<file path="config.mk">
export PLATFORM = sky130hd
export DESIGN_NAME = uart_rx_fifo_ctrl
export DESIGN_NICKNAME = d
export VERILOG_FILES = /design/src/rtl/uart_rx_fifo_ctrl_pkg.sv /design/src/rtl/uart_rx_timeout_cnt.sv /design/src/rtl/uart_rx_fifo_ctrl.sv
export SDC_FILE = /design/constraint.sdc
export NUM_CORES = 1
export LEC_CHECK = 0
export CORE_ASPECT_RATIO = 0.6
export CORE_MARGIN = 2
export CORE_UTILIZATION = 48
export DETAILED_ROUTE_END_ITERATION = 16
export PLACE_DENSITY = 0.8
export SYNTH_ARGS = -nofsm -noshare
export SYNTH_HDL_FRONTEND = slang
export SYNTH_HIERARCHICAL = 1
export SYNTH_SLANG_ARGS = --single-unit
</file>
<file path="constraint.sdc">
create_clock -name clk_i -period 3 [get_ports clk_i]
set_input_delay 0.6 -clock clk_i [delete_from_list [all_inputs] [get_ports clk_i]]
set_output_delay 0.6 -clock clk_i [all_outputs]
set_load 0.02 [all_outputs]
</file>
<file path="src/rtl/uart_rx_fifo_ctrl_pkg.sv">
// Shared definitions for the UART RX FIFO controller.
//   - register addresses on the 2-bit register bus
//   - STATUS / CTRL / IRQ_CLR bit positions
//   - bus FSM state enumeration
package uart_rx_fifo_ctrl_pkg;

    localparam logic [1:0] ADDR_DATA    = 2'd0;
    localparam logic [1:0] ADDR_STATUS  = 2'd1;
    localparam logic [1:0] ADDR_CTRL    = 2'd2;
    localparam logic [1:0] ADDR_IRQ_CLR = 2'd3;

    // STATUS fields
    localparam int unsigned STAT_EMPTY   = 0;
    localparam int unsigned STAT_FULL    = 1;
    localparam int unsigned STAT_OVF     = 2;
    localparam int unsigned STAT_TMO     = 3;
    localparam int unsigned STAT_CNT_LSB = 8;

    // CTRL fields
    localparam int unsigned CTRL_THR_LSB = 0;
    localparam int unsigned CTRL_THR_W   = 8;
    localparam int unsigned CTRL_THR_IE  = 8;
    localparam int unsigned CTRL_TMO_IE  = 9;
    localparam int unsigned CTRL_OVF_IE  = 10;
    localparam int unsigned CTRL_TMO_LSB = 16;
    localparam int unsigned CTRL_TMO_W   = 16;

    // IRQ_CLR write bits
    localparam int unsigned CLR_OVF = 2;
    localparam int unsigned CLR_TMO = 3;

    typedef enum logic [1:0] {
        ST_IDLE = 2'd0,
        ST_POP  = 2'd1,
        ST_CAPT = 2'd2,
        ST_ACK  = 2'd3
    } rx_state_e;

endpackage

</file>
<file path="src/rtl/uart_rx_timeout_cnt.sv">
// Character-timeout counter for the RX FIFO.
// Counts idle cycles while the FIFO holds data; any received byte, any pop,
// or an empty FIFO restarts the count. Sets a sticky flag when the count
// equals a nonzero timeout value.
// Ports:
//   clk_i, rst_i       clock, synchronous active-high reset
//   rx_valid_i         received-byte strobe (restarts count)
//   pop_i              FIFO read enable (restarts count)
//   fifo_empty_i       FIFO empty flag (holds count at zero)
//   tmo_cycles_i       timeout value, 0 disables
//   clr_i              sticky clear request (a same-cycle set wins)
//   timeout_o          timeout sticky
module uart_rx_timeout_cnt
    import uart_rx_fifo_ctrl_pkg::*;
(
    input  logic                  clk_i,
    input  logic                  rst_i,
    input  logic                  rx_valid_i,
    input  logic                  pop_i,
    input  logic                  fifo_empty_i,
    input  logic [CTRL_TMO_W-1:0] tmo_cycles_i,
    input  logic                  clr_i,
    output logic                  timeout_o
);

    logic [CTRL_TMO_W-1:0] cnt_q, cnt_d;
    logic                  sticky_q, sticky_d;
    logic                  hit;

    always_comb begin
        cnt_d = cnt_q;
        if (rx_valid_i || pop_i || fifo_empty_i)
            cnt_d = '0;
        else if (cnt_q != {CTRL_TMO_W{1'b1}})
            cnt_d = cnt_q + 1'b1;
    end

    assign hit      = (tmo_cycles_i != '0) && (cnt_q == tmo_cycles_i);
    assign sticky_d = hit | (sticky_q & ~clr_i);

    always_ff @(posedge clk_i) begin
        if (rst_i) begin
            cnt_q    <= '0;
            sticky_q <= 1'b0;
        end else begin
            cnt_q    <= cnt_d;
            sticky_q <= sticky_d;
        end
    end

    assign timeout_o = sticky_q;

endmodule

</file>
<file path="src/rtl/uart_rx_fifo_ctrl.sv">
// Receive-side FIFO controller for the UART user block.
// Pushes received bytes into an external synchronous FIFO, serves register
// bus accesses (DATA pop, STATUS, CTRL, IRQ_CLR), tracks overflow and
// character timeout, and drives a registered, maskable interrupt.
// Ports:
//   clk_i, rst_i              clock, synchronous active-high reset
//   rx_valid_i, rx_data_i     received byte strobe / data
//   fifo_w_en_o, fifo_din_o   FIFO push
//   fifo_r_en_o, fifo_dout_i  FIFO pop; dout valid the cycle after r_en
//   fifo_full_i, fifo_empty_i, fifo_count_i   FIFO flags / occupancy
//   bus_req_i .. bus_wdata_i  register bus request (held until ack)
//   bus_rdata_o, bus_ack_o    registered read data, one-cycle ack
//   irq_o                     level interrupt
module uart_rx_fifo_ctrl
    import uart_rx_fifo_ctrl_pkg::*;
#(
    parameter int DEPTH      = 4,
    parameter int DATA_WIDTH = 8,
    parameter int BUS_W      = 32,
    parameter int COUNT_W    = $clog2(DEPTH)
) (
    input  logic                  clk_i,
    input  logic                  rst_i,
    input  logic                  rx_valid_i,
    input  logic [DATA_WIDTH-1:0] rx_data_i,
    output logic                  fifo_w_en_o,
    output logic [DATA_WIDTH-1:0] fifo_din_o,
    output logic                  fifo_r_en_o,
    input  logic [DATA_WIDTH-1:0] fifo_dout_i,
    input  logic                  fifo_full_i,
    input  logic                  fifo_empty_i,
    input  logic [COUNT_W-1:0]    fifo_count_i,
    input  logic                  bus_req_i,
    input  logic                  bus_we_i,
    input  logic [1:0]            bus_addr_i,
    input  logic [BUS_W-1:0]      bus_wdata_i,
    output logic [BUS_W-1:0]      bus_rdata_o,
    output logic                  bus_ack_o,
    output logic                  irq_o
);

    rx_state_e state_q, state_d;

    logic [CTRL_THR_W-1:0] thr_q;
    logic                  thr_ie_q, tmo_ie_q, ovf_ie_q;
    logic [CTRL_TMO_W-1:0] tmo_cyc_q;
    logic [BUS_W-1:0]      rdata_q, rdata_d;
    logic                  ovf_q, ovf_d;
    logic                  irq_q, irq_d;
    logic                  timeout;

    logic                  accept, is_pop, ctrl_wr, clr_wr;
    logic [BUS_W-1:0]      status_w, ctrl_w;
    logic [7:0]            cnt8;
    logic                  unused_wdata;

    // ------------------------------------------------------------ push path
    assign fifo_din_o  = rx_data_i;
    assign fifo_w_en_o = rx_valid_i & ~fifo_full_i;

    // ------------------------------------------------------------ bus decode
    assign accept  = (state_q == ST_IDLE) && bus_req_i;
    // Only a DATA read with something in the FIFO takes the long pop path.
    assign is_pop  = accept && !bus_we_i && (bus_addr_i == ADDR_DATA) && !fifo_empty_i;
    assign ctrl_wr = accept && bus_we_i && (bus_addr_i == ADDR_CTRL);
    assign clr_wr  = accept && bus_we_i && (bus_addr_i == ADDR_IRQ_CLR);

    // ------------------------------------------------------------ FSM
    always_ff @(posedge clk_i) begin
        if (rst_i) state_q <= ST_IDLE;
        else       state_q <= state_d;
    end

    always_comb begin
        state_d = state_q;
        case (state_q)
            ST_IDLE: if (accept) state_d = is_pop ? ST_POP : ST_ACK;
            ST_POP:  state_d = ST_CAPT;
            ST_CAPT: state_d = ST_ACK;
            ST_ACK:  state_d = ST_IDLE;
            default: state_d = ST_IDLE;
        endcase
    end

    // r_en is masked by reset so an abandoned pop never removes a byte.
    always_comb begin
        fifo_r_en_o = 1'b0;
        bus_ack_o   = 1'b0;
        case (state_q)
            ST_POP:  fifo_r_en_o = ~rst_i;
            ST_ACK:  bus_ack_o   = 1'b1;
            default: ;
        endcase
    end

    // ------------------------------------------------------------ registers view
    always_comb begin
        status_w                               = '0;
        status_w[STAT_EMPTY]                   = fifo_empty_i;
        status_w[STAT_FULL]                    = fifo_full_i;
        status_w[STAT_OVF]                     = ovf_q;
        status_w[STAT_TMO]                     = timeout;
        status_w[STAT_CNT_LSB +: COUNT_W]      = fifo_count_i;
    end

    always_comb begin
        ctrl_w                                 = '0;
        ctrl_w[CTRL_THR_LSB +: CTRL_THR_W]     = thr_q;
        ctrl_w[CTRL_THR_IE]                    = thr_ie_q;
        ctrl_w[CTRL_TMO_IE]                    = tmo_ie_q;
        ctrl_w[CTRL_OVF_IE]                    = ovf_ie_q;
        ctrl_w[CTRL_TMO_LSB +: CTRL_TMO_W]     = tmo_cyc_q;
    end

    // Read data: captured from the FIFO in CAPT, otherwise loaded on accept.
    // Writes and empty DATA reads return zero.
    always_comb begin
        rdata_d = rdata_q;
        if (state_q == ST_CAPT) begin
            rdata_d = {{(BUS_W-DATA_WIDTH){1'b0}}, fifo_dout_i};
        end else if (accept && !is_pop) begin
            rdata_d = '0;
            if (!bus_we_i) begin
                case (bus_addr_i)
                    ADDR_STATUS: rdata_d = status_w;
                    ADDR_CTRL:   rdata_d = ctrl_w;
                    default:     rdata_d = '0;
                endcase
            end
        end
    end

    // ------------------------------------------------------------ stickies / irq
    assign ovf_d = (rx_valid_i & fifo_full_i) | (ovf_q & ~(clr_wr & bus_wdata_i[CLR_OVF]));

    always_comb begin
        cnt8                 = '0;
        cnt8[COUNT_W-1:0]    = fifo_count_i;
    end

    assign irq_d = (thr_ie_q & (cnt8 >= thr_q) & ~fifo_empty_i)
                 | (tmo_ie_q & timeout)
                 | (ovf_ie_q & ovf_q);

    always_ff @(posedge clk_i) begin
        if (rst_i) begin
            rdata_q   <= '0;
            thr_q     <= '0;
            thr_ie_q  <= 1'b0;
            tmo_ie_q  <= 1'b0;
            ovf_ie_q  <= 1'b0;
            tmo_cyc_q <= '0;
            ovf_q     <= 1'b0;
            irq_q     <= 1'b0;
        end else begin
            rdata_q <= rdata_d;
            ovf_q   <= ovf_d;
            irq_q   <= irq_d;
            if (ctrl_wr) begin
                thr_q     <= bus_wdata_i[CTRL_THR_LSB +: CTRL_THR_W];
                thr_ie_q  <= bus_wdata_i[CTRL_THR_IE];
                tmo_ie_q  <= bus_wdata_i[CTRL_TMO_IE];
                ovf_ie_q  <= bus_wdata_i[CTRL_OVF_IE];
                tmo_cyc_q <= bus_wdata_i[CTRL_TMO_LSB +: CTRL_TMO_W];
            end
        end
    end

    assign bus_rdata_o = rdata_q;
    assign irq_o       = irq_q;

    // CTRL bits [15:11] are reserved.
    assign unused_wdata = ^bus_wdata_i[CTRL_TMO_LSB-1:CTRL_OVF_IE+1];

    // ------------------------------------------------------------ timeout
    uart_rx_timeout_cnt u_tmo (
        .clk_i        (clk_i),
        .rst_i        (rst_i),
        .rx_valid_i   (rx_valid_i),
        .pop_i        (fifo_r_en_o),
        .fifo_empty_i (fifo_empty_i),
        .tmo_cycles_i (tmo_cyc_q),
        .clr_i        (clr_wr & bus_wdata_i[CLR_TMO]),
        .timeout_o    (timeout)
    );

endmodule

</file>
# Word-level counts from Yosys, hierarchy flattened
# Cells that the tools add are included.
# classes
n_addsub	1
n_lt_le_gt_ge	1
eq_ne	9
mux	9
n_bitwise	19
reduce_logical	20
# ops
operator	n
$pmux W32 S2	1
$mux W32	1
$add A16 B1 Y16 const B	1
$eq A16 B16 Y1	1
$mux W8	2
$ne A16 B16 Y1 const B	1
$reduce_bool A16 Y1	1
$and A1 B1 Y1	10
$logic_and A1 B1 Y1	9
$eq A2 B2 Y1 const B	4
$ge A2 B8 Y1	1
$pmux W2 S4	1
$not A1 Y1	5
$eq A2 B1 Y1 const B	2
$logic_not A2 Y1	2
$mux W2	2
$or A1 B1 Y1	4
$reduce_or A2 Y1	2
$logic_not A1 Y1	3
$logic_or A1 B1 Y1	2
$mux W1	2
$ne A2 B2 Y1 const B	1
$reduce_bool A2 Y1	1
# word_totals
regBits	80
in_bits	59
out_inout_bits	44
elab_cells	71

# Longest topological paths before layout
# Gate-level depths: netlist of the first run.
# logic_depth
word_depth	9
depth_mapped	9
ltp_nobuf	7

# Cells and area by module
# Netlist of the first run, hierarchy kept.
# modules_own_cells
mod	instances	cells_each	area_each_um2	seq_area_each_um2
uart_rx_fifo_ctrl	1	300	2635.0	1161.1
uart_rx_timeout_cnt	1	128	1056.0	340.3

# Least setup slack after synthesis of the first run
# OpenSTA, ideal clock, no wires.
# synth_path
kind	input port to flip-flop
startpoint	input rst_i
endpoint	register u_tmo.cnt_q[6]
setup_time_ns	0.069
arrival_ns	2.323
required_time_ns	2.931
slack_ns	0.608
stages	6
n_path_buf	2
cell_sequence	buf_1 nor2b_1 or4_1 clkbuf_1 or4_1 o21ai_1
# synth_between
elab_chain_cells	5
# synth_lines
element	line	source
start: declaration	uart_rx_fifo_ctrl.sv:23	input logic rst_i,
$not A1 Y1	uart_rx_fifo_ctrl.sv:90	ST_POP: fifo_r_en_o = ~rst_i;
$mux W1	uart_rx_fifo_ctrl.sv:89	case (state_q)
via fifo_r_en_o	uart_rx_fifo_ctrl.sv:28	output logic fifo_r_en_o,
$logic_or A1 B1 Y1 (2 in a row)	uart_rx_timeout_cnt.sv:32	if (rx_valid_i || pop_i || fifo_empty_i)
$reduce_or A2 Y1 (no line)	n/a	
end signal: assignment	uart_rx_timeout_cnt.sv:46	cnt_q <= cnt_d;
end: declaration	uart_rx_timeout_cnt.sv:26	logic [CTRL_TMO_W-1:0] cnt_q, cnt_d;
# The timed path passes the listed nets, and every way through them passes these cells.
# A chain may end at the register's enable or synchronous reset.

# Worst setup path after layout of the first run
# layout_path
startpoint	input rst_i
endpoint	output fifo_r_en_o
# layout_between
elab_chain_cells	2
# layout_lines
element	line
$not A1 Y1	uart_rx_fifo_ctrl.sv:90
$mux W1	uart_rx_fifo_ctrl.sv:89
end: declaration	uart_rx_fifo_ctrl.sv:28
# Every way passes these cells.

==> results.ini, run 1 <==
[critical_path]
crit_required_ps=2400
startpoint=rst_i
crit_type=in2out
slowest_delay_ps=640
arrival_ps=1920
critPathMaxFanout=3
cp_common_cell=clkdlybuf4s50_1
endpoint_kind=output port
r2r-start=state_q[0]
slowest_stage=clkdlybuf4s50_1
crit_chain=clkdlybuf4s50_1 > nor2b_1 > clkdlybuf4s50_1
start_kind=input port

[drt]
antenna_left=0
dr.pass1.iters=5
drc=0
totalWireLength_um=9980
vias=3352
drt_iter0_markers=373
wl_per_cell_um=16.8
viasPerCell=5.65

[yosys]
yosysMostFrequentCell=dfxtp_1
synth_cells=428
seq_area_frac_synth=0.407
synth_seq_cells=75
synth.area.top_cells=dfxtp_1 41%, nand2_1 7.0%, a21oi_1 5.3%
synth_edf_count=0
avgSynthCellArea_um2=8.62
syn_area_um2=3690
yosysUniqueCellTypes=60
ys_dominant_reg_cell=dfxtp_1
yosys.area.top_type=dfxtp_1
synth_warnings=6
async_flop_share=0
synth_top_area_share=0.407
ys_top_cells_by_count=75 x dfxtp_1, 69 x nand2_1, 39 x a21oi_1

[global_route]
met3_usage=0.0769
grtUsageMet2=0.346
overflow=0
antenna_found_initial=0
use_met1=0.376
grt_max_degree=44
grt_pass1_wl_um=15800
grtUsageTotal=0.249
grt_pass1_vias=3026
busiest_layer=met1

[placed_design]
post_dp_cell_area_um2=4360
gp_congestion=0.925
dpl.hpwl_um=7490
dp.cells=577
dp_slack_ps=392
port_buffers=76

[run_status]
outcome=finished, final reports clean

[floorplanning]
start_util=0.502
die-area_um2=8430
core_area_um2=7360
die_height_um=71.9
io_pins=103
die-width_um=117
placement_rows=24

[timing]
setup_viol_count_final=0
hold_violations=0
post-route-period-util=0.840
slew_violations=0
hold_slack_ps=460
fin_worst_skew_ps=3.64
min_period_ps=2520
max_freq_mhz=397
worst_pin_slew_ps=850
grt_setup_unrepaired=false
tns_ps=0
slew_headroom=0.433
worst_slack_ps=480

[power]
peakVddDrop_mv=0.269
p_leak_nw=1.73
power.density_nw_per_um2=663

[layout]
n_antenna_cell=0
stdcell_area_um2=4710
final_cells=593
drive_gt1_frac=0.0716
nNetsFinal=555
syn_to_final_growth_pct=27.7
fillerInstances=666

[clock_tree]
hold_buffers=0
numCtsBuffers=9
clock_path_buffers=2
post_cts_buffers=0
cts.reportedPaths.clkPinSlew_ps=50
cts_sinks=75
cts.htree.levels=3
cts_resized=0
clk_latency_ps=330
cts_tree=yes
cts-root-buf=clkbuf_16

[hold_path]
hold_path_class=reg2reg
hp-start=bus_rdata_o[5]

[job]
maxCapViolCount=0

==> layout make-up <==
class / count / area (um^2) / area share
Clock inverter: 5 / 125 / 0.0265
Sequential cell: 75 / 1500 / 0.318
Tap cell: 104 / 130 / 0.0276
Timing Repair Buffer: 81 / 798 / 0.169
Clock buffer: 11 / 233 / 0.0494
Multi-Input combinational cell: 304 / 1880 / 0.398
Inverter: 13 / 48.8 / 0.0104
==> through the flow <==
stage | utilization | power (mW)
floorplan | - | 1.65
global placement | 0.592 | 1.82
detailed placement | 0.592 | 1.85
CTS | 0.641 | 3.14
global route | 0.641 | 3.26
finish | 0.641 | 3.13
==> per-layer routing <==
| layer | part of all wire | vias to the layer above |
|---|---|---|
| met5 | 0 | - |
| met4 | 0.0073 | 0 |
| met3 | 0.098 | 10 |
| met2 | 0.41 | 166 |
| met1 | 0.49 | 1575 |
| li1 | - | 1601 |
==> flip-flops by register name (all words and copies together), names as in the netlist <==
name,count
irq_o,1
state_q,2
thr_ie_q,1
tmo_cyc_q,16
ovf_ie_q,1
bus_rdata_o,27
thr_q,8
tmo_ie_q,1
u_tmo/timeout_o,1
ovf_q,1
u_tmo/cnt_q,16
==> critical path: cells and delay by family <==
kind | cells | cell delay [ps]
buffers and inverters | 2 | 1110
and+or+nand+nor | 1 | 220
==> final timing paths <==
| path | depth (start not counted) | slack (ps) | endpoint |
|---|---|---|---|
| max | 3 | 480 | fifo_r_en_o |
| min | 2 | 460 | bus_rdata_o[5] |
| max reg2reg | 7 | 800 | bus_rdata_o[4] |
| min reg2reg | 2 | 460 | bus_rdata_o[5] |
==> logic make-up (layout without fill, tap and decap cells) <==
kind of cell             after synthesis  after routing  share of synthesized area
AO/OA/AOI/OAI                        100            100                      0.183
XOR/XNOR                              18             18                     0.0427
adder cells (fa/ha/maj)               12             12                     0.0407
buffers and inverters                 53            110                     0.0885
flip-flops                            75             75                      0.407
multiplexers                           5              5                     0.0136
other                                  1              5                    0.00102
AND/OR/NAND/NOR                      164            164                      0.224
==> placed cells by master, fill, tap and decap left out, types with 2 or more instances in the layout <==
master,n
a211oi_1,5
a211oi_2,2
a21oi_1,39
a221oi_1,2
a221oi_2,2
a22oi_1,23
a22oi_2,2
a31oi_1,3
and3_1,2
and4_1,2
buf_4,5
bufinv_16,4
clkbuf_1,2
clkbuf_16,9
clkdlybuf4s50_1,76
conb_1,5
dfxtp_1,75
ha_1,12
inv_1,12
mux2i_1,5
nand2_1,69
nand2b_1,2
nand3_1,5
nand4_1,8
nor2_1,34
nor2b_1,7
nor4_1,9
o21ai_0,7
o21ai_1,4
o31ai_1,3
or3_1,4
or4_1,5
or4b_1,2
xnor2_1,4
xor2_1,14
==> power breakdown <==
part / leakage [nW] / internal [mW] / switching, mW
clock network: 0.174 / 0.895 / 0.394
logic: 0.948 / 0.304 / 0.416
registers: 0.607 / 1.06 / 0.0550
Note: power is estimated with default switching activity, not from simulation.
==> run 2: changes to the inputs <==
clock period = 2.59 ns   (was 3 ns; I/O delays follow)
==> run 2 against run 1 <==
Net effect:
- clock-buffer cell count is the same
- wire length rose by 3.2%
- power increased by 8.7%
- sequential power is 16% higher
- via count rose by 0.60%
- worst setup slack lost 290 ps
- critical path type is now reg2out
- cell area down 0.42%
- clock power about the same
- sequential share of layout area up 0.14 points
- die area did not move
- critical endpoint unchanged
- combinational power is 17% higher
==> results.ini, run 2 (synthesis gave the netlist of run 1 again) <==
[drt]
drc=0  ; unchanged
dr.pass1.iters=5  ; unchanged
totalWireLength_um=10300  ; +3.2%
wl_per_cell_um=17.3  ; +2.8%
vias=3372  ; +0.60%
drt_iter0_markers=354  ; -5.1%
viasPerCell=5.67  ; +0.26%
antenna_left=0  ; unchanged

[hold_path]
hold_depth=2  ; unchanged
hold_path_class=reg2reg
hold_end=bus_rdata_o[7]
hp-start=bus_rdata_o[7]

[timing]
min_period_ps=2400
post-route-period-util=0.928
grt_setup_unrepaired=false
slew_violations=0  ; unchanged
max_freq_mhz=416
slew_headroom=0.559  ; +0.125
tns_ps=0  ; unchanged
fin_worst_skew_ps=3.29  ; -0.356 ps
hold_violations=0  ; unchanged
worst_pin_slew_ps=662  ; -188 ps
setup_viol_count_final=0  ; unchanged

[clock_tree]
cts-root-buf=clkbuf_16
post_cts_buffers=0  ; unchanged
clock_path_buffers=2  ; unchanged
cts.htree.levels=3  ; unchanged
cts_resized=0  ; unchanged
cts_sinks=75  ; unchanged
cts.reportedPaths.clkPinSlew_ps=60  ; about the same
clk_latency_ps=330  ; about the same
hold_buffers=0  ; unchanged
cts_tree=yes
numCtsBuffers=9  ; unchanged

[global_route]
grt_max_degree=44  ; unchanged
busiest_layer=met1
met3_usage=0.0760  ; -0.000835
overflow=0  ; unchanged
use_met1=0.379  ; +0.00342
grtUsageMet2=0.346  ; unchanged
grtUsageTotal=0.253  ; +0.00340
grt_pass1_wl_um=15900  ; +1.1%
grt_pass1_vias=3067  ; +1.4%
antenna_found_initial=0  ; unchanged

[critical_path]
r2r-start=state_q[1]
critPathMaxFanout=4  ; +1
crit_type=reg2out
endpoint_kind=output port
r2r-end=u_tmo/cnt_q[6]
crit_required_ps=2070  ; -330 ps
start_kind=flop
r2r.worst_path.cells=6  ; -1
rrSetupSlack_ps=480  ; -320 ps
arrival_ps=1890  ; -30 ps

[floorplanning]
core_area_um2=7360  ; unchanged
start_util=0.502  ; unchanged
die_height_um=71.9  ; unchanged
placement_rows=24  ; unchanged
die-area_um2=8430  ; unchanged
die-width_um=117  ; unchanged
io_pins=103  ; unchanged

[placed_design]
gp_congestion=0.978  ; +5.7%
dpl.hpwl_um=7590  ; +1.3%
port_buffers=76  ; unchanged

[layout]
final_common_cell=clkdlybuf4s50_1
drive_gt1_frac=0.0794  ; +0.00786
n_antenna_cell=0  ; unchanged
syn_to_final_growth_pct=27.2
layout_common_cells=76 x clkdlybuf4s50_1, 75 x dfxtp_1, 69 x nand2_1, 39 x a21oi_1, 34 x nor2_1
largest_register_ffs=27  ; unchanged
nNetsFinal=558  ; +0.54%

[power]
p_total_mw=3.40  ; +8.7%
p_leak_nw=1.71  ; -0.76%
peakVddDrop_mv=0.361  ; +34%
power.density_nw_per_um2=724  ; +9.2%

[job]
maxCapViolCount=0  ; unchanged

[run_status]
outcome=finished, final reports clean

==> run 2: layer usage <==
layer / share of wire / vias up
met5: 0 / -
met2: 0.40 / 162
met1: 0.48 / 1586
li1: - / 1609
met4: 0.016 / 0
met3: 0.11 / 15
==> run 2: cell type report <==
class | instances | area [um^2]
repair buffers | 84 | 833
flip-flops and latches | 75 | 1500
fillers | 625 | 2660
well taps | 104 | 130
inverters | 13 | 48.8
multi-input cells | 304 | 1880
clock buffers | 11 | 253
clock inverters | 4 | 50.0
==> run 2: worst max path at each step <==
stage,start,endpoint,slack [ps],cells after the start
6_report,state_q[1],fifo_r_en_o,190,4
5_1_grt,state_q[1],fifo_r_en_o,130,4
3_3_place_gp,rst_i,fifo_r_en_o,210,3
4_1_cts,state_q[1],fifo_r_en_o,190,4
2_1_floorplan,rst_i,u_tmo/cnt_q[6],280,6
3_5_place_dp,rst_i,fifo_r_en_o,210,3
==> run 2: power breakdown <==
part | switching (mW) | leakage (nW) | internal, mW | total, mW
clock network | 0.470 | 0.144 | 0.791 | 1.26
registers | 0.0640 | 0.607 | 1.23 | 1.30
logic | 0.484 | 0.965 | 0.359 | 0.843
total | 1.02 | 1.71 | 2.38 | 3.40
==> run 2: worst max-delay path, stage by stage (launching register included) <==
cell and delay [ps]:
dfxtp_1 340, inv_1 130, ha_1 190, nor2b_1 240, clkdlybuf4s50_1 650
==> run 2: per-stage QoR <==
| step | utilization | instance area (um^2) | worst slack, ps | hold slack [ps] | cells |
|---|---|---|---|---|---|
| floorplan | - | 3710 | 280 | 444 | 432 |
| global placement | 0.597 | 4390 | 207 | 446 | 580 |
| detailed placement | 0.597 | 4390 | 206 | 454 | 580 |
| CTS | 0.638 | 4690 | 186 | 463 | 595 |
| global route | 0.638 | 4690 | 129 | 489 | 595 |
| finish | 0.638 | 4690 | 186 | 459 | 595 |
==> run 3: changes to the inputs <==
CORE_MARGIN = default   (was 2)
==> run 3 against run 2 <==
Net effect:
- sequential power about the same
- die area down 4.4%
- cell area up 0.45%
- hold slack worse by 1.3 ps
- worst setup slack worse by 1.2 ps
- highest routed layer unchanged
==> results.ini, run 3 (synthesis gave the netlist of run 1 again) <==
[job]
maxCapViolCount=0  ; unchanged

[critical_path]
crit_required_ps=2070  ; about the same
crit_type=in2out
arrival_ps=1890  ; about the same
critPathMaxFanout=3  ; -1
endpoint_kind=output port
start_kind=input port

[timing]
post-route-period-util=0.929  ; about the same
tns_ps=0  ; unchanged
grt_setup_unrepaired=false
hold_violations=0  ; unchanged
min_period_ps=2400  ; +1.24 ps
slew_headroom=0.579  ; +0.0200
worst_pin_slew_ps=632  ; -30.0 ps
fin_worst_skew_ps=7.55  ; +4.27 ps
slew_violations=0  ; unchanged
worst_slack_ps=185  ; -1.24 ps
setup_viol_count_final=0  ; unchanged
hold_slack_ps=458  ; -1.34 ps
max_freq_mhz=416  ; about the same

[clock_tree]
numCtsBuffers=9  ; unchanged
cts.htree.levels=3  ; unchanged
cts_tree=yes
cts-root-buf=clkbuf_16
cts_sinks=75  ; unchanged
post_cts_buffers=0  ; unchanged
clock_path_buffers=2  ; unchanged
hold_buffers=0  ; unchanged
cts.reportedPaths.clkPinSlew_ps=60  ; about the same
cts_resized=0  ; unchanged
clk_latency_ps=340  ; about the same

[drt]
antenna_left=0  ; unchanged
drc=0  ; unchanged
totalWireLength_um=10000  ; -2.7%
drt_iter0_markers=305  ; -14%
wl_per_cell_um=16.8  ; -2.8%
dr.pass1.iters=5  ; unchanged
viasPerCell=5.58  ; -1.5%
vias=3328  ; -1.3%

[placed_design]
port_buffers=76  ; unchanged
post_dp_cell_area_um2=4390  ; unchanged
dpl.hpwl_um=7300  ; -3.8%
dp_slack_ps=198  ; -7.46 ps
gp_congestion=0.996  ; +1.8%

[power]
power.switching_mw=1.06  ; +3.8%
p_comb_frac=0.241  ; -0.007
p_leak_nw=1.73  ; +0.82%
peakVddDrop_mv=0.340  ; -5.9%
share_seq_of_total_power=0.370  ; -0.011
swShare=0.302  ; +0.00271
power.density_nw_per_um2=742  ; +2.4%
internal-power_mw=2.44  ; +2.5%
p_clk_frac=0.389  ; +0.018

[global_route]
grtUsageTotal=0.267  ; +0.0145
overflow=0  ; unchanged
grt_max_degree=44  ; unchanged
grt_pass1_wl_um=16100  ; +0.95%
grt_pass1_vias=3119  ; +1.7%
antenna_found_initial=0  ; unchanged

[layout]
nNetsFinal=558  ; unchanged
n_antenna_cell=0  ; unchanged
layout_common_cells=76 x clkdlybuf4s50_1, 75 x dfxtp_1, 69 x nand2_1, 39 x a21oi_1, 34 x nor2_1
drive_gt1_frac=0.0813  ; +0.00187
stdcell_area_um2=4720  ; +0.45%
final_common_cell=clkdlybuf4s50_1
syn_to_final_growth_pct=27.8
largest_register_ffs=27  ; unchanged

[floorplanning]
io_pins=103  ; unchanged
die-area_um2=8060  ; -4.4%
core_area_um2=7360  ; unchanged
start_util=0.502  ; unchanged
placement_rows=24  ; unchanged
die-width_um=115  ; -1.7%
die_height_um=69.9  ; -2.8%

[hold_path]
hold_path_class=reg2reg

[run_status]
outcome=finished, final reports clean

## run 3: area by class of cell
type	instances	area (um^2)
fill	651	2640
multi-input combinational	304	1880
sequential	75	1500
timing repair buffer	84	833
clock buffer	9	225
tap	104	130
clock inverter	7	98.8
inverter	13	48.8
## run 3: worst paths after layout
| kind | end | slack (ps) | cells past startpoint | start |
|---|---|---|---|---|
| hold reg to reg | bus_rdata_o[7] | 460 | 2 | bus_rdata_o[7] |
| hold / removal | bus_rdata_o[7] | 460 | 2 | bus_rdata_o[7] |
| setup reg to reg | u_tmo/cnt_q[6] | 510 | 6 | state_q[1] |
| setup / recovery | fifo_r_en_o | 190 | 3 | rst_i |
## run 3: worst max-delay path, stage by stage
cell	delay (ps)
clkdlybuf4s50_1	470
nor2b_1	250
clkdlybuf4s50_1	650
## run 3: metal layers
metal | up-vias | wire [um] | GRT usage
met1 | 1573 | 5070 | 0.398
met4 | 0 | 120 | 0.0765
met3 | 13 | 802 | 0.0755
li1 | 1607 | - | -
met2 | 135 | 4030 | 0.370
met5 | - | 0 | 0
## run 3: power groups by stage
stage / combinational (mW) / clock, mW / sequential (mW)
after detailed placement: 0.832 / 0 / 1.32
after global placement: 0.808 / 0 / 1.31
after global routing: 0.920 / 1.44 / 1.30
after floorplan: 0.560 / 0 / 1.35
final: 0.842 / 1.36 / 1.29
after CTS: 0.836 / 1.38 / 1.29
## run 3: stage by stage
| stage | std cells | power [mW] | util |
|---|---|---|---|
| detailed placement | 580 | 2.15 | 0.597 |
| global placement | 580 | 2.12 | 0.597 |
| global route | 596 | 3.66 | 0.641 |
| floorplan | 432 | 1.91 | - |
| finish | 596 | 3.50 | 0.641 |
| CTS | 596 | 3.51 | 0.641 |
